File: src/rtl/cpu_pkg.sv
// Shared CPU definitions: default widths, reset PC, the halt opcode and the
// fetch->decode entry type that both fetch_stage and decode consume.
package cpu_pkg;

   localparam int unsigned CPU_DATA_W = 8;
   localparam int unsigned CPU_ADDR_W = 8;

   localparam logic [CPU_ADDR_W-1:0] CPU_RESET_PC = 8'h00;
   localparam logic [CPU_DATA_W-1:0] HALT_OPCODE  = 8'hFF;

   typedef struct packed {
      logic [CPU_DATA_W-1:0] instr;
      logic [CPU_ADDR_W-1:0] pc;
   } fetch_entry_t;

   function automatic logic is_halt_opcode(input logic [CPU_DATA_W-1:0] instr);
      return (instr == HALT_OPCODE);
   endfunction

endpackage

File: src/rtl/fetch_buf.sv
// Synchronous FIFO of fetch_entry_t with push/pop/flush and occupancy count.
// DEPTH must be a power of two so the pointers wrap naturally.
module fetch_buf
   import cpu_pkg::*;
#(
   parameter int unsigned DEPTH = 2,
   localparam int unsigned PW   = $clog2(DEPTH),
   localparam int unsigned CW   = PW + 1
) (
   input  logic          clk,
   input  logic          rst_n,
   input  logic          push_i,
   input  fetch_entry_t  entry_i,
   input  logic          pop_i,
   input  logic          flush_i,
   output fetch_entry_t  head_o,
   output logic          valid_o,
   output logic [CW-1:0] count_o
);

   fetch_entry_t  mem_q [DEPTH];
   logic [PW-1:0] wr_ptr_q, wr_ptr_d;
   logic [PW-1:0] rd_ptr_q, rd_ptr_d;
   logic [CW-1:0] count_q, count_d;
   logic          full_s;
   logic          push_s;
   logic          pop_s;

   assign full_s  = (count_q == CW'(DEPTH));
   assign valid_o = (count_q != '0);
   assign push_s  = push_i && !full_s && !flush_i;
   assign pop_s   = pop_i && valid_o && !flush_i;
   assign head_o  = mem_q[rd_ptr_q];
   assign count_o = count_q;

   // Pointer and occupancy next state; flush wins over push and pop.
   always_comb begin
      wr_ptr_d = wr_ptr_q;
      rd_ptr_d = rd_ptr_q;
      count_d  = count_q;
      if (flush_i) begin
         wr_ptr_d = '0;
         rd_ptr_d = '0;
         count_d  = '0;
      end else begin
         if (push_s) begin
            wr_ptr_d = wr_ptr_q + PW'(1);
         end else begin
            wr_ptr_d = wr_ptr_q;
         end
         if (pop_s) begin
            rd_ptr_d = rd_ptr_q + PW'(1);
         end else begin
            rd_ptr_d = rd_ptr_q;
         end
         count_d = count_q + CW'(push_s) - CW'(pop_s);
      end
   end

   // Pointer and occupancy registers.
   always_ff @(posedge clk or negedge rst_n) begin
      if (!rst_n) begin
         wr_ptr_q <= '0;
         rd_ptr_q <= '0;
         count_q  <= '0;
      end else begin
         wr_ptr_q <= wr_ptr_d;
         rd_ptr_q <= rd_ptr_d;
         count_q  <= count_d;
      end
   end

   // Entry storage, cleared on reset so the head reads zero out of reset.
   always_ff @(posedge clk or negedge rst_n) begin
      if (!rst_n) begin
         mem_q <= '{default: '0};
      end else if (push_s) begin
         mem_q[wr_ptr_q] <= entry_i;
      end else begin
         mem_q <= mem_q;
      end
   end

   fetch_buf_chk #(
      .DEPTH (DEPTH),
      .CW    (CW)
   ) u_chk (
      .clk     (clk),
      .rst_n   (rst_n),
      .push_i  (push_i),
      .pop_i   (pop_i),
      .flush_i (flush_i),
      .full_i  (full_s),
      .count_i (count_q)
   );

endmodule

File: src/rtl/fetch_buf_chk.sv
// Protocol checker for fetch_buf: overflow, underflow and count range.
// Synthesis ignores it; simulation flags any credit leak in the fetch stage.
module fetch_buf_chk #(
   parameter int unsigned DEPTH = 2,
   parameter int unsigned CW    = 2
) (
   input logic          clk,
   input logic          rst_n,
   input logic          push_i,
   input logic          pop_i,
   input logic          flush_i,
   input logic          full_i,
   input logic [CW-1:0] count_i
);

   // A push into a full buffer means the issue credit accounting is broken.
   a_no_overflow: assert property (@(posedge clk) disable iff (!rst_n)
      !(push_i && full_i && !flush_i));

   a_no_underflow: assert property (@(posedge clk) disable iff (!rst_n)
      !(pop_i && (count_i == '0) && !flush_i));

   a_count_range: assert property (@(posedge clk) disable iff (!rst_n)
      (count_i <= CW'(DEPTH)));

endmodule

File: src/rtl/fetch_stage.sv
// Instruction fetch stage: owns the PC, reads a 1-cycle imem and feeds decode
// over valid/ready. Define FETCH_HALT_EN to stop fetch after an all-ones opcode.
module fetch_stage
   import cpu_pkg::*;
#(
   parameter int unsigned       DATA_W    = CPU_DATA_W,
   parameter int unsigned       ADDR_W    = CPU_ADDR_W,
   parameter int unsigned       BUF_DEPTH = 2,
   parameter logic [ADDR_W-1:0] RESET_PC  = CPU_RESET_PC
) (
   input  logic              clk,
   input  logic              rst_n,
   output logic              imem_req,
   output logic [ADDR_W-1:0] imem_addr,
   input  logic [DATA_W-1:0] imem_rdata,
   output logic              out_valid,
   input  logic              out_ready,
   output logic [DATA_W-1:0] out_instr,
   output logic [ADDR_W-1:0] out_pc,
   input  logic              redirect_valid,
   input  logic [ADDR_W-1:0] redirect_pc,
   output logic              halted
);

   localparam int unsigned CW = $clog2(BUF_DEPTH) + 1;

   logic [ADDR_W-1:0] pc_q, pc_d;
   logic              inflight_q, inflight_d;
   logic [ADDR_W-1:0] inflight_pc_q, inflight_pc_d;
   logic              halted_s;
   logic              issue_s;
   logic              push_s;
   logic              pop_s;
   logic              buf_valid_s;
   logic [CW-1:0]     count_s;
   logic [CW:0]       credit_s;
   fetch_entry_t      push_entry_s;
   fetch_entry_t      head_s;

   // A same-cycle pop frees a slot, which is what sustains one fetch per cycle.
   assign pop_s    = buf_valid_s && out_ready;
   assign credit_s = {1'b0, count_s} + (CW+1)'(inflight_q) - (CW+1)'(pop_s);
   assign issue_s  = rst_n && !redirect_valid && !halted_s
                     && (credit_s < (CW+1)'(BUF_DEPTH));
   assign push_s   = inflight_q && !redirect_valid && !halted_s;

   assign push_entry_s.instr = imem_rdata;
   assign push_entry_s.pc    = inflight_pc_q;

   // PC and in-flight tracking; a redirect overrides the sequential PC.
   always_comb begin
      pc_d          = pc_q;
      inflight_pc_d = inflight_pc_q;
      inflight_d    = issue_s;
      if (redirect_valid) begin
         pc_d = redirect_pc;
      end else if (issue_s) begin
         pc_d = pc_q + ADDR_W'(1);
      end else begin
         pc_d = pc_q;
      end
      if (issue_s) begin
         inflight_pc_d = pc_q;
      end else begin
         inflight_pc_d = inflight_pc_q;
      end
   end

   // PC and in-flight registers.
   always_ff @(posedge clk or negedge rst_n) begin
      if (!rst_n) begin
         pc_q          <= RESET_PC;
         inflight_q    <= 1'b0;
         inflight_pc_q <= '0;
      end else begin
         pc_q          <= pc_d;
         inflight_q    <= inflight_d;
         inflight_pc_q <= inflight_pc_d;
      end
   end

`ifdef FETCH_HALT_EN
   logic halted_q, halted_d;

   // Halt latches once the halt opcode is pushed; only a redirect releases it.
   always_comb begin
      halted_d = halted_q;
      if (redirect_valid) begin
         halted_d = 1'b0;
      end else if (push_s && is_halt_opcode(imem_rdata)) begin
         halted_d = 1'b1;
      end else begin
         halted_d = halted_q;
      end
   end

   // Halt flag register.
   always_ff @(posedge clk or negedge rst_n) begin
      if (!rst_n) begin
         halted_q <= 1'b0;
      end else begin
         halted_q <= halted_d;
      end
   end

   assign halted_s = halted_q;
`else
   assign halted_s = 1'b0;
`endif

   fetch_buf #(
      .DEPTH (BUF_DEPTH)
   ) u_buf (
      .clk     (clk),
      .rst_n   (rst_n),
      .push_i  (push_s),
      .entry_i (push_entry_s),
      .pop_i   (pop_s),
      .flush_i (redirect_valid),
      .head_o  (head_s),
      .valid_o (buf_valid_s),
      .count_o (count_s)
   );

   assign imem_req  = issue_s;
   assign imem_addr = pc_q;
   assign out_valid = buf_valid_s;
   assign out_instr = head_s.instr;
   assign out_pc    = head_s.pc;
   assign halted    = halted_s;

endmodule

File: config.mk
export PLATFORM = sky130hd
export DESIGN_NAME = fetch_stage
export DESIGN_NICKNAME = d
export VERILOG_FILES = /design/src/rtl/cpu_pkg.sv /design/src/rtl/fetch_buf.sv /design/src/rtl/fetch_buf_chk.sv /design/src/rtl/fetch_stage.sv
export SDC_FILE = /design/constraint.sdc
export NUM_CORES = 1
export LEC_CHECK = 0
export ABC_AREA = 1
export CORE_UTILIZATION = 25
export DETAILED_ROUTE_END_ITERATION = 7
export GPL_TIMING_DRIVEN = 0
export PLACE_DENSITY = 0.42
export SLEW_MARGIN = 20
export SYNTH_ARGS = -nofsm -noshare
export SYNTH_HDL_FRONTEND = slang
export SYNTH_SLANG_ARGS = --single-unit
export TNS_END_PERCENT = 1
File: constraint.sdc
create_clock -name clk -period 3.8 [get_ports clk]
set_clock_uncertainty 0.05 [all_clocks]
set_input_delay 0.38 -clock clk [delete_from_list [all_inputs] [get_ports clk]]
set_output_delay 0.38 -clock clk [all_outputs]
set_load 0.02 [all_outputs]
==> impl_metrics.ini, run 1 <==
[run_status]
outcome = completed

[logic_synthesis]
netlist_area_um2 = 2750
synth.area.top_cells = dfrtp_1 48%, nand2_1 16%, o21ai_2 10%
synth-seq-cells = 53
synth_seq_area_share_pct = 48.2
synth_ff_type = dfrtp_1
synthTopCellsByCount = 115 x nand2_1, 53 x dfrtp_1, 32 x o21ai_2
synth_cell_types = 31
async_reset_ff_share_pct = 100
synth_top_area_cell = dfrtp_1
avgSynthCellArea_um2 = 8.82
syn_inst = 312
syn_nets = 337
synth_edf_count = 0
synth_warnings = 0
netlist.area_leader.share_pct = 48.2
synth_most_common_cell = nand2_1

[clock_tree]
cts-root-buf = clkbuf_8
cts_tree = yes
clk_latency_ps = 310
cts_sinks = 53
cts-resized-gates = 0
cts_setup_buffers = 0
htree_levels = 2
hold_buffers = 1
cts_made_buffers = 5
clockBufferDepth = 2
clk_pin_slew_ps = 100

[timing]
setup_tns_ps = 0
relSlewSlack_pct = 65.6
report.final.slew_viol_count = 0
setup_viol = 0
finalWorstSetupSlack_ps = 233
max_freq_mhz = 280
hold_viol = 0
finalCritPeriodShare_pct = 93.9
worst_pin_slew_ps = 516
timing.hold.ws_ps = 372
grt_setup_unrepaired = false
fin_crit_ps = 3570

[pwr]
p_sw_uw = 940
p_clk_share_pct = 17.0
p_leak_uw = 0.00168
p_seq_share_pct = 37.7
switching_share_pct = 39.0
ir_drop_mv = 0.228
pwr-share-comb_pct = 45.3
internal_power_uw = 1470
p_per_area_nw_per_um2 = 687

[layout]
syn_to_final_growth_pct = 27.6
layout.nets = 390
fillCellCount = 1145
utilization_pct = 33.4
diodes = 0
final_area_um2 = 3510
drive_gt1_share_pct = 18.9

[critical_path]
cp-end-kind = primary output
crit_required_ps = 3370
crit_type = reg2out
cp_max_fo = 11
arrival_ps = 3140
start_kind = flop

[floorplanning]
die_w_um = 107
dieArea_um2 = 11400
core-area_um2 = 10500
initial_core_util_pct = 26.2
die_y_um = 107
rows = 37
io_pins = 47

[grt]
overflow = 0
grt_max_degree = 40
grt_usage_pct = 12.6
grt_pass1_wl_mm = 11.1
antenna_found_initial = 0
grt_pass1_vias = 2138

[detailed_routing]
drt_iter0_drc = 68
viasPerCell = 4.16
totalWireLength_mm = 6.41
dr_total_vias = 2088
wl_per_cell_um = 12.8
drc = 0
dr.pass1.iters = 5
ant_nets = 0

[placement]
dp_hpwl_mm = 4.51
gp_congestion = 0.737
place.port_buffers = 44
placed_cell_area_um2 = 3380
pre_cts_ws_ps = 377

[min_path]
holdCritPathClass = in2reg

[job]
drv_cap = 0
## sequential cells by signal, summed over array words and instances (netlist names)
name and flops:
inflight_pc_q 8, u_buf.count_o 2, u_buf.mem_q 32, u_buf.wr_ptr_q 1, inflight_q 1, u_buf.rd_ptr_q 1
imem_addr 8
## worst paths after layout
kind | cells after the start | from | slack (ps) | end
max in group asynchronous | 3 | rst_n | 2790 | imem_addr[1]
min reg2reg | 2 | u_buf.mem_q[17] | 440 | u_buf.mem_q[17]
max reg2reg | 13 | u_buf.count_o[1] | 1280 | imem_addr[4]
max | 12 | u_buf.count_o[1] | 230 | imem_req
min in group asynchronous | 2 | rst_n | 420 | u_buf.mem_q[25]
min | 4 | redirect_valid | 370 | imem_addr[1]
## per-stage QoR
stage               instances  total power (uW)
finish                    502              2410
global route              502              2620
CTS                       502              2460
detailed placement        493              2030
global placement          492              2020
floorplan                 312              1620
## worst max-delay path, stage by stage (launching register included)
cell and delay [ps]:
dfrtp_1 450, inv_2 120, nand2_1 70, nand2_1 130, inv_1 60, ha_1 260
inv_1 50, nand2_1 60, fa_1 550, nand3_4 110, nor2_8 180, buf_6 160
clkdlybuf4s50_1 610
## final cells by class
| cell class | count | area (um^2) | share of cell area (%) |
|---|---|---|---|
| multi-input combinational | 213 | 1160 | 33.2 |
| clock buffer | 6 | 82.6 | 2.35 |
| inverter | 31 | 121 | 3.46 |
| clock inverter | 2 | 37.5 | 1.07 |
| sequential | 53 | 1330 | 37.8 |
| buffer | 15 | 140 | 3.99 |
| tap | 136 | 170 | 4.85 |
| timing repair buffer | 46 | 468 | 13.3 |
## layer usage
layer / wire (um) / global-route usage, % / vias up / share of wire (%)
li1: - / - / 1081 / -
met5: 0 / 0 / - / 0
met3: 216 / 2.31 / 5 / 3.4
met1: 3290 / 17.8 / 958 / 51
met2: 2850 / 19.8 / 44 / 44
met4: 55 / 3.52 / 0 / 0.86
## layout by cell type, fill, tap and decap left out, drive strengths merged
cell and n:
o21ai 43, buf 16, nand2 122, xor2 2, clkinv 2, dfrtp 53
inv 29, fa 1, a21oi 2, xnor2 1, conb 1, nor2 12
clkbuf 7, clkdlybuf4s50 43, nand3b 1, o21bai 1, nand3 21, ha 4
a21boi 2, dlygate4sd3 1, bufinv 1, clkinvlp 1
## cell families after synthesis
kind of cell | Yosys count | share of synthesized area (%)
simple gates | 156 | 24.9
flops | 53 | 48.2
other cells | 1 | 0.136
compound gates | 48 | 13.8
xor+xnor | 3 | 0.955
fa+ha+maj | 5 | 2.55
buf+inv | 46 | 9.50
## power by group through the flow
stage / combinational (uW) / sequential, uW / clock [uW]
final: 1090 / 909 / 410
after global routing: 1230 / 943 / 450
after CTS: 1110 / 911 / 431
after detailed placement: 1110 / 922 / 0
after global placement: 1100 / 917 / 0
after floorplan: 696 / 922 / 0
(Power assumes the default switching activity.)
==> inputs of run 2 (changes only) <==
Settings changed: ABC_CLOCK_PERIOD_IN_PS set to 3800, HOLD_SLACK_MARGIN set to 0.06.
==> results of run 2 <==
Final layout, timing and power as in run 1 (identical DEF).
